==> config.mk <==
export PLATFORM = sky130hd
export DESIGN_NAME = dmem_arbiter
export DESIGN_NICKNAME = d
export VERILOG_FILES = /design/src/rtl/dmem_arbiter.sv
export SDC_FILE = /design/constraint.sdc
export NUM_CORES = 1
export LEC_CHECK = 0
export CAP_MARGIN = 20
export CELL_PAD_IN_SITES_DETAIL_PLACEMENT = 1
export CELL_PAD_IN_SITES_GLOBAL_PLACEMENT = 1
export CORE_AREA = 4 4 95 97
export DETAILED_ROUTE_END_ITERATION = 8
export DIE_AREA = 0 0 99 101
export DONT_BUFFER_PORTS = 1
export GPL_ROUTABILITY_DRIVEN = 0
export PLACE_DENSITY = 0.38
export SLEW_MARGIN = 25
export SYNTH_ARGS = -nofsm -noshare
export SYNTH_HDL_FRONTEND = slang
export SYNTH_SLANG_ARGS = --single-unit
==> constraint.sdc <==
create_clock -name clk -period 4.4 [get_ports clk]
set_clock_uncertainty 0.05 [all_clocks]
set_input_delay 0.44 -clock clk [delete_from_list [all_inputs] [get_ports clk]]
set_output_delay 0.44 -clock clk [all_outputs]
set_load 0.02 [all_outputs]
==> src/rtl/dmem_arbiter.sv <==
// dmem_arbiter: round-robin sharing of the single-port data memory
// between the core LSU (port 0) and the debug/loader port (port 1).
// Optional macro DMEM_ARB_LOCK_EN adds m1_lock exclusive access for port 1.
module dmem_arbiter #(
  parameter int ADDR_W  = 10,
  parameter int DATA_W  = 32,
  parameter int MEM_LAT = 1
) (
  input  logic              clk,
  input  logic              reset,
  input  logic              m0_req,
  input  logic              m0_we,
  input  logic [ADDR_W-1:0] m0_addr,
  input  logic [DATA_W-1:0] m0_wdata,
  input  logic [DATA_W/8-1:0] m0_wstrb,
  output logic              m0_gnt,
  output logic              m0_rvalid,
  output logic [DATA_W-1:0] m0_rdata,
  input  logic              m1_req,
  input  logic              m1_we,
  input  logic [ADDR_W-1:0] m1_addr,
  input  logic [DATA_W-1:0] m1_wdata,
  input  logic [DATA_W/8-1:0] m1_wstrb,
  output logic              m1_gnt,
  output logic              m1_rvalid,
  output logic [DATA_W-1:0] m1_rdata,
`ifdef DMEM_ARB_LOCK_EN
  input  logic              m1_lock,
`endif
  output logic              mem_en,
  output logic              mem_we,
  output logic [ADDR_W-1:0] mem_addr,
  output logic [DATA_W-1:0] mem_wdata,
  output logic [DATA_W/8-1:0] mem_wstrb,
  input  logic [DATA_W-1:0] mem_rdata
);

  logic               rr_last;
  logic               lock_hold;
  logic [MEM_LAT-1:0] tag_vld;
  logic [MEM_LAT-1:0] tag_id;

`ifdef DMEM_ARB_LOCK_EN
  logic lock_active;

  // Lock is taken by a locked m1 grant and released once m1 drops m1_lock
  always_ff @(posedge clk or posedge reset) begin
    if (reset) begin
      lock_active <= 1'b0;
    end else if (m1_gnt && m1_lock) begin
      lock_active <= 1'b1;
    end else if (!m1_lock) begin
      lock_active <= 1'b0;
    end
  end

  assign lock_hold = lock_active;
`else
  assign lock_hold = 1'b0;
`endif

  // Grant: lone requester wins, a tie goes to the port not granted last
  always_comb begin
    m0_gnt = 1'b0;
    m1_gnt = 1'b0;
    if (!reset) begin
      if (lock_hold) begin
        m1_gnt = m1_req;
      end else if (m0_req && m1_req) begin
        m0_gnt = rr_last;
        m1_gnt = !rr_last;
      end else begin
        m0_gnt = m0_req;
        m1_gnt = m1_req;
      end
    end
  end

  // Memory command muxed from the granted port
  always_comb begin
    mem_en    = m0_gnt | m1_gnt;
    mem_we    = m0_we;
    mem_addr  = m0_addr;
    mem_wdata = m0_wdata;
    mem_wstrb = m0_wstrb;
    if (m1_gnt) begin
      mem_we    = m1_we;
      mem_addr  = m1_addr;
      mem_wdata = m1_wdata;
      mem_wstrb = m1_wstrb;
    end
  end

  // Remember the last granted port; reset value lets port 0 win the first tie
  always_ff @(posedge clk or posedge reset) begin
    if (reset) begin
      rr_last <= 1'b1;
    end else if (m0_gnt) begin
      rr_last <= 1'b0;
    end else if (m1_gnt) begin
      rr_last <= 1'b1;
    end
  end

  // Tag pipe tracks which port owns each in-flight read
  always_ff @(posedge clk or posedge reset) begin
    if (reset) begin
      tag_vld <= '0;
      tag_id  <= '0;
    end else begin
      tag_vld[0] <= mem_en & ~mem_we;
      tag_id[0]  <= m1_gnt;
      for (int i = 1; i < MEM_LAT; i++) begin
        tag_vld[i] <= tag_vld[i-1];
        tag_id[i]  <= tag_id[i-1];
      end
    end
  end

  assign m0_rvalid = tag_vld[MEM_LAT-1] & ~tag_id[MEM_LAT-1];
  assign m1_rvalid = tag_vld[MEM_LAT-1] &  tag_id[MEM_LAT-1];
  assign m0_rdata  = m0_rvalid ? mem_rdata : '0;
  assign m1_rdata  = m1_rvalid ? mem_rdata : '0;

`ifndef SYNTHESIS
  a_m0_hold: assert property (@(posedge clk) disable iff (reset)
    m0_req && !m0_gnt |=> m0_req && $stable(m0_addr) && $stable(m0_we));
  a_m1_hold: assert property (@(posedge clk) disable iff (reset)
    m1_req && !m1_gnt |=> m1_req && $stable(m1_addr) && $stable(m1_we));
`endif

endmodule

-- Yosys cells after proc, flatten, opt, wreduce, memory -nomap -nowiden
Index checks and enable logic that the tools add are counted.
- bitwise operators: 6
- $add $sub $neg: 0
- equality and inequality tests: 0
- multiplexer cells: 12
- shift operators: 0
- divide/modulo/power cells: 0
- magnitude comparators: 0
- reduce and logical (&&, ||, !) cells: 3
- multiply operators: 0
- operators by type and width (kind ; count):
    2-to-1 mux 32 bit ; 3
    2-to-1 mux 10 bit ; 1
    2-to-1 mux 1 bit ; 7
    2-to-1 mux 4 bit ; 1
    bitwise AND 1 bit ; 3
    inverter 1 bit ; 2
    nonzero test 2 bit ; 1
    logical AND 1 bit ; 1
    zero test 1 bit ; 1
    OR 1 bit ; 1
- bits in latches: 0
- ROM bits: 0
- memories: 0
- bits in writable memories: 0
- register bits: 3
- output and inout port bits: 116
- logic and storage cells: 24

-- Logic depth before layout (Yosys ltp)
Gate-level depths: netlist of run 1.
- word-level depth: 6
- depth in mapped cells: 5

-- Worst setup path after synthesis of run 1
OpenSTA, ideal clock, no wires.
- path kind: flip-flop to output port
- start: register rr_last
- end: output port mem_addr[0]
- buffers on the path: 2
- slack: 2.536 ns
- data arrival time: 1.374 ns
- cell stages (with the launch flop): 6
- cells stage by stage: dfstp_2 -> nand2_1 -> and3_4 -> buf_6 -> buf_6 -> mux2_4
- longest elaborated chain between the ends: 4
- RTL lines (element ; line ; text):
    start: declaration ; 38 ; logic rr_last;
    start signal: assignment ; 97 ; rr_last <= 1'b1;
    start signal: assignment ; 99 ; rr_last <= 1'b0;
    start signal: assignment ; 101 ; rr_last <= 1'b1;
    zero test 1 bit ; 71 ; m1_gnt = !rr_last;
    2-to-1 mux 1 bit ; 69 ; end else if (m0_req && m1_req) begin
    2-to-1 mux 1 bit ; 66 ; if (!reset) begin
    via m1_gnt ; 24 ; output logic m1_gnt,
    2-to-1 mux 10 bit ; 86 ; if (m1_gnt) begin
    end: declaration ; 32 ; output logic [ADDR_W-1:0] mem_addr,
The timed path passes the listed nets, and every way through them passes these cells.

-- Worst setup path after layout of run 1
- start: input port reset
- end: output port mem_wdata[4]
- longest elaborated chain between the ends: 2
- RTL lines (element ; line ; text):
    start: declaration ; 10 ; input logic reset,
    2-to-1 mux 1 bit ; 66 ;
    via m1_gnt ; 24 ;
    2-to-1 mux 32 bit ; 86 ;
    end: declaration ; 33 ; output logic [DATA_W-1:0] mem_wdata,
The timed path passes the listed nets, and every way through them passes these cells.

==> metrics.txt, run 1 <==
Critical Path Start Type=input port; drt pass-1 iters=4; Post-synth top cells=33 x and2_1, 32 x and3_1, 28 x mux2_2, 19 x mux2_4, 9 x clkbuf_1; Mean Syn Cell Area=8.688 um^2; setup_tns=0 ns; CP peak stage delay=0.70 ns; Leakage=0.6400 nW; Switching Share=48.84%; total number of vias=1135; Max Root-Sink Buffers=2; CP arrival=2.32 ns; Psw=0.1516 mW; P_int=0.1588 mW; DRT antenna net count=0; I/O Buffers=0; Reg clk slew, reported paths=0.03 ns; sequential power share=11.0%; syn_nets=273; Final setup viols=0; largest family of logic cells by synthesized area=multiplexers; core area=8134 um^2; met3 usage=3.045%; most numerous cell in the Yosys netlist=and2_1; top cells by area, synth=mux2_2 25%, mux2_4 23%, and2_1 17%; area leader, netlist=mux2_2; Post-Synth Adder-Cell Area=0%; sequential area share after synthesis=6.143%; Tot GR Track Use=9.287%; CP max stage cell=and3_4; Tmin final=2.812 ns; Hold WC Path Type=in2reg; post_cts resized=0; Area growth syn-to-layout=10.57%; first-pass GRT wire length=7320 um; antenna cells=0; flops & latches, synth=3; Final Hold Fails=0; top cell type's share of synthesized area=25.38%; GR peak layer=met2; mux cell area share after synthesis=48.34%; Post-synth EDFFs=0; TritonCTS Sinks=3; CP Capture Type=primary output; Root Buffer=clkbuf_8; Worst-Skew Late Latency=0.22 ns; PwrDens=225.9 nW/um^2; nets=267; # IOs=246; clock power share=26.4%; met1 Use GR=9.061%; critical path buffer and inverter count=2; unrepaired setup endpoints after global routing=no; CP max FO=49; H-tree depth=1; vias in the first global route=1208; Distinct cells, synth=19; YS warnings=0; worst relative slew slack=50.01%; met2 Use GR=19.01%; Max Cap Viol=0; Comb power frac=62.5%; simple-gate area share of the yosys netlist=38.17%; Detailed Route Iter0 Violations=42; Synth Area in Compound Gates=0.8056%; Initial Util=15.27%; CP top delay family=simple AND/OR/NAND/NOR gates; die area=9999 um^2; Fmax=355.6 MHz; CTS tree=done; Worst-Margin Slew=0.7499 ns; maximum vdd drop=0.1083 mV; Setup Crit Path Kind=in2out; worst endpoint required time=3.91 ns; status=finished clean; layout cells sized above 1=41.18%; DRT Wirelength=5568 um; Tcrit/Tclk final=63.91%; asr flop ratio synth=100.0%; die span in x=99 um; Primary FF master, synth=dfrtp_1; global route overflow=0; cts bufs inserted=3; DR DRC count=0; total power=0.3103 mW; Die H=101 um; max-slew violations=0; Netlist Area Pre-Place=1242 um^2; Mapped Cells=143; CP Cell Sequence=dlygate4sd3_1, inv_2, and3_4, mux2_2; FP Rows=33; initial antenna violation count=0; largest net degree at the start of global routing=50; XOR/XNOR share of the synthesized area=0%; Routed wire per std cell=23.10 um; vias per inst=4.710
## state kept, by name, summed over array words and instances, names as in the netlist
register	count
tag_id	1
tag_vld	1
rr_last	1
## layout by cell type, fill, tap and decap left out
cell type and instances:
nand3b_1 2, buf_4 2, inv_2 1, dfrtp_1 2, dlygate4sd3_1 1, nor2b_4 1, or2b_1 1, nand2b_1 1
a21oi_1 1, nor2_1 2, and2_1 33, and3_1 32, mux2_4 19, clkbuf_8 3, o21ai_0 1, nand2_1 2
clkbuf_1 1, nor2b_1 1, and3_4 1, mux2_2 28, dfstp_2 1
## stage by stage
stage	instances	cell area, um^2	hold slack [ns]	setup slack (ns)	util, %
after floorplan	143	1242	0.1316	2.536	-
after global placement	236	1314	0.1403	2.147	16.15
after detailed placement	236	1314	0.1410	1.986	16.15
after CTS	241	1369	0.2274	1.594	16.83
after global routing	241	1374	0.2381	1.524	16.89
final	241	1374	0.2311	1.588	16.89
## logic make-up (layout without fill, tap and decap cells)
kind of cell	Yosys count	after routing
multiplexers	47	47
buffers and inverters	15	8
flip-flops	3	3
AND/OR/NAND/NOR	76	76
AO/OA/AOI/OAI	2	2
## repair_timing
| action | 4_1_cts | 5_1_grt |
|---|---|---|
| hold endpoints to repair | 2 | 0 |
| hold buffers | 1 | 0 |
| buffers inserted | 0 | 0 |
## layer usage
layer | vias up | share of wire [%] | wire length [um]
li1 | 485 | - | -
met1 | 508 | 30 | 1681
met2 | 138 | 57 | 3150
met3 | 4 | 12 | 681
met4 | 0 | 0.97 | 54
met5 | - | 0 | 0
## power groups by stage
stage	Sequential (mW)	Clock, mW	Combinational (mW)
2_1_floorplan	0.0347	0	0.176
3_3_place_gp	0.0340	0	0.193
3_5_place_dp	0.0341	0	0.195
4_1_cts	0.0341	0.0836	0.197
5_1_grt	0.0347	0.0877	0.204
6_report	0.0342	0.0820	0.194
## layout make-up
| class | count | area (um^2) |
|---|---|---|
| tap | 105 | 131.4 |
| sequential | 3 | 76.32 |
| inverter | 1 | 3.754 |
| clock buffer | 4 | 45.04 |
| multi-input combinational | 125 | 1092 |
| timing repair buffer | 3 | 25.02 |
| fill | 952 | 6760 |
## path summary, 6_finish.rpt
kind / start / endpoint / slack, ns / cells past startpoint
worst min-delay path: reset / tag_vld$_DFF_PP0_ / 0.23 / 1
worst max register to register: rr_last$_DFFE_PP1P_ / tag_id$_DFF_PP0_ / 3.00 / 2
worst max-delay path: reset / mem_wdata[4] / 1.59 / 4
worst min register to register: rr_last$_DFFE_PP1P_ / rr_last$_DFFE_PP1P_ / 0.46 / 2
max in group asynchronous: reset / rr_last$_DFFE_PP1P_ / 3.58 / 2
min in group asynchronous: reset / tag_vld$_DFF_PP0_ / 0.52 / 2
Power figures use the tool's default switching activity.
==> run 2, diff against run 1 <==
- CORE_AREA: 4 4 95 97 -> 4 4 94 96
- DIE_AREA: 0 0 99 101 -> 0 0 98 100
- PLACE_DENSITY: 0.38 -> 0.4
- clock period: 4.4 -> 2.3 ns (I/O delays scaled with it)
==> metrics.txt, run 2 (synthesized netlist as in run 1, its figures left out) <==
die span in x=98 um; nets=270; setup_tns=0 ns; CP Cell Sequence=dlygate4sd3_1, inv_2, and3_4, buf_12, mux2_2; DRT Wirelength=4999 um; Root Buffer=clkbuf_8; commonest non-fill, non-tap cell in the layout=and2_1; CTS tree=done; vias per inst=4.795; antenna cells=0; DRT antenna net count=0; maximum vdd drop=0.1519 mV; post_cts resized=0; worst relative slew slack=57.89%; PwrDens=416.5 nW/um^2; CP max stage cell=dlygate4sd3_1; Placed Area=1341 um^2; initial antenna violation count=0; unrepaired setup endpoints after global routing=no; Max Root-Sink Buffers=2; status=finished clean; global route overflow=0; Initial Util=15.43%; CP arrival=1.94 ns; Hold WC Path Type=in2reg; TritonCTS Sinks=3; DR DRC count=0; Setup Crit Path Kind=in2out; Max Cap Viol=0; CP peak stage delay=0.56 ns; total number of vias=1170; Leakage=0.6573 nW; I/O Buffers=0; Critical Path Start Type=input port; CP top delay family=buffers and inverters; FP Rows=33; critical path buffer and inverter count=3; Reg clk slew, reported paths=0.03 ns; Tot GR Track Use=8.284%; CP Capture Type=primary output; total power=0.5847 mW; Hold Slack=0.03089 ns; Final Hold Fails=0; Die H=100 um; cts bufs inserted=3; Worst-Margin Slew=0.6317 ns; Post-CTS Setup Bufs=0; H-tree depth=1; Tcrit/Tclk final=96.34%; layout cells sized above 1=42.45%; largest registers=rr_last (1), tag_id (1), tag_vld (1); Final setup viols=0; core area=8051 um^2; Detailed Route Iter0 Violations=10; # IOs=246; Routed wire per std cell=20.49 um; first-pass GRT wire length=6617 um; most frequent cells in the layout=33 x and2_1, 32 x and3_1, 28 x mux2_2; largest net degree at the start of global routing=38; CP max FO=37; Fmax=451.3 MHz; drt pass-1 iters=4; Area growth syn-to-layout=12.99%; vias in the first global route=1138; Worst-Skew Late Latency=0.22 ns; Tmin final=2.216 ns; cell area after layout=1404 um^2; worst endpoint required time=2.02 ns; max-slew violations=0; die area=9800 um^2
==> run 2: changes by cell type in the layout (fill, tap and decap cells not counted) <==
cell,previous run,this run
and3_2,0,1
buf_12,0,1
buf_4,2,3
nor2b_2,0,1
nor2b_4,1,0
==> run 2: final cells by class <==
class	count	area (um^2)
Fill cell	956	6648
Multi-Input combinational cell	126	1095
Tap cell	105	131.4
Sequential cell	3	76.32
Timing Repair Buffer	5	52.55
Clock buffer	4	45.04
Inverter	1	3.754
==> run 2: metrics by stage <==
stage          cells  utilization [%]  setup WS [ns]
2_1_floorplan    143                -         0.6460
3_3_place_gp     238            16.66         0.5093
3_5_place_dp     238            16.66         0.5004
4_1_cts          243            17.34        0.02509
5_1_grt          244            17.44       0.003819
6_report         244            17.44        0.08407
==> run 2: per-layer routing <==
metal | up-vias | global-route usage (%) | part of all wire, %
met4 | 0 | 1.597 | 0.52
met5 | - | 0 | 0
li1 | 492 | - | -
met2 | 136 | 16.18 | 55
met3 | 2 | 3.336 | 14
met1 | 540 | 8.256 | 30
==> run 2: worst register-to-register path: stages, from the launching register on <==
cell	delay (ns)
dfstp_2	0.53
nand2_1	0.09
and3_2	0.29
==> run 2: power breakdown <==
| group | total (mW) | internal [mW] | switching [mW] |
|---|---|---|---|
| logic | 0.361 | 0.128 | 0.233 |
| clock network | 0.152 | 0.118 | 0.0342 |
| registers | 0.0713 | 0.0615 | 0.00975 |
| total | 0.585 | 0.308 | 0.277 |
==> run 2: path summary, 6_finish.rpt <==
check,start,to,slack (ns),depth (start not counted)
setup / recovery,reset,mem_wdata[2],0.08,5
hold / removal,reset,tag_vld$_DFF_PP0_,0.03,1
setup reg to reg,rr_last$_DFFE_PP1P_,tag_id$_DFF_PP0_,1.20,2
hold reg to reg,rr_last$_DFFE_PP1P_,rr_last$_DFFE_PP1P_,0.43,2
max in group asynchronous,reset,rr_last$_DFFE_PP1P_,1.69,2
min in group asynchronous,reset,tag_vld$_DFF_PP0_,0.31,2
==> run 2: timing repair <==
item	in CTS	in global routing
setup endpoints to repair	0	28
hold buffers	1	0
endpoints found under the hold margin	3	0
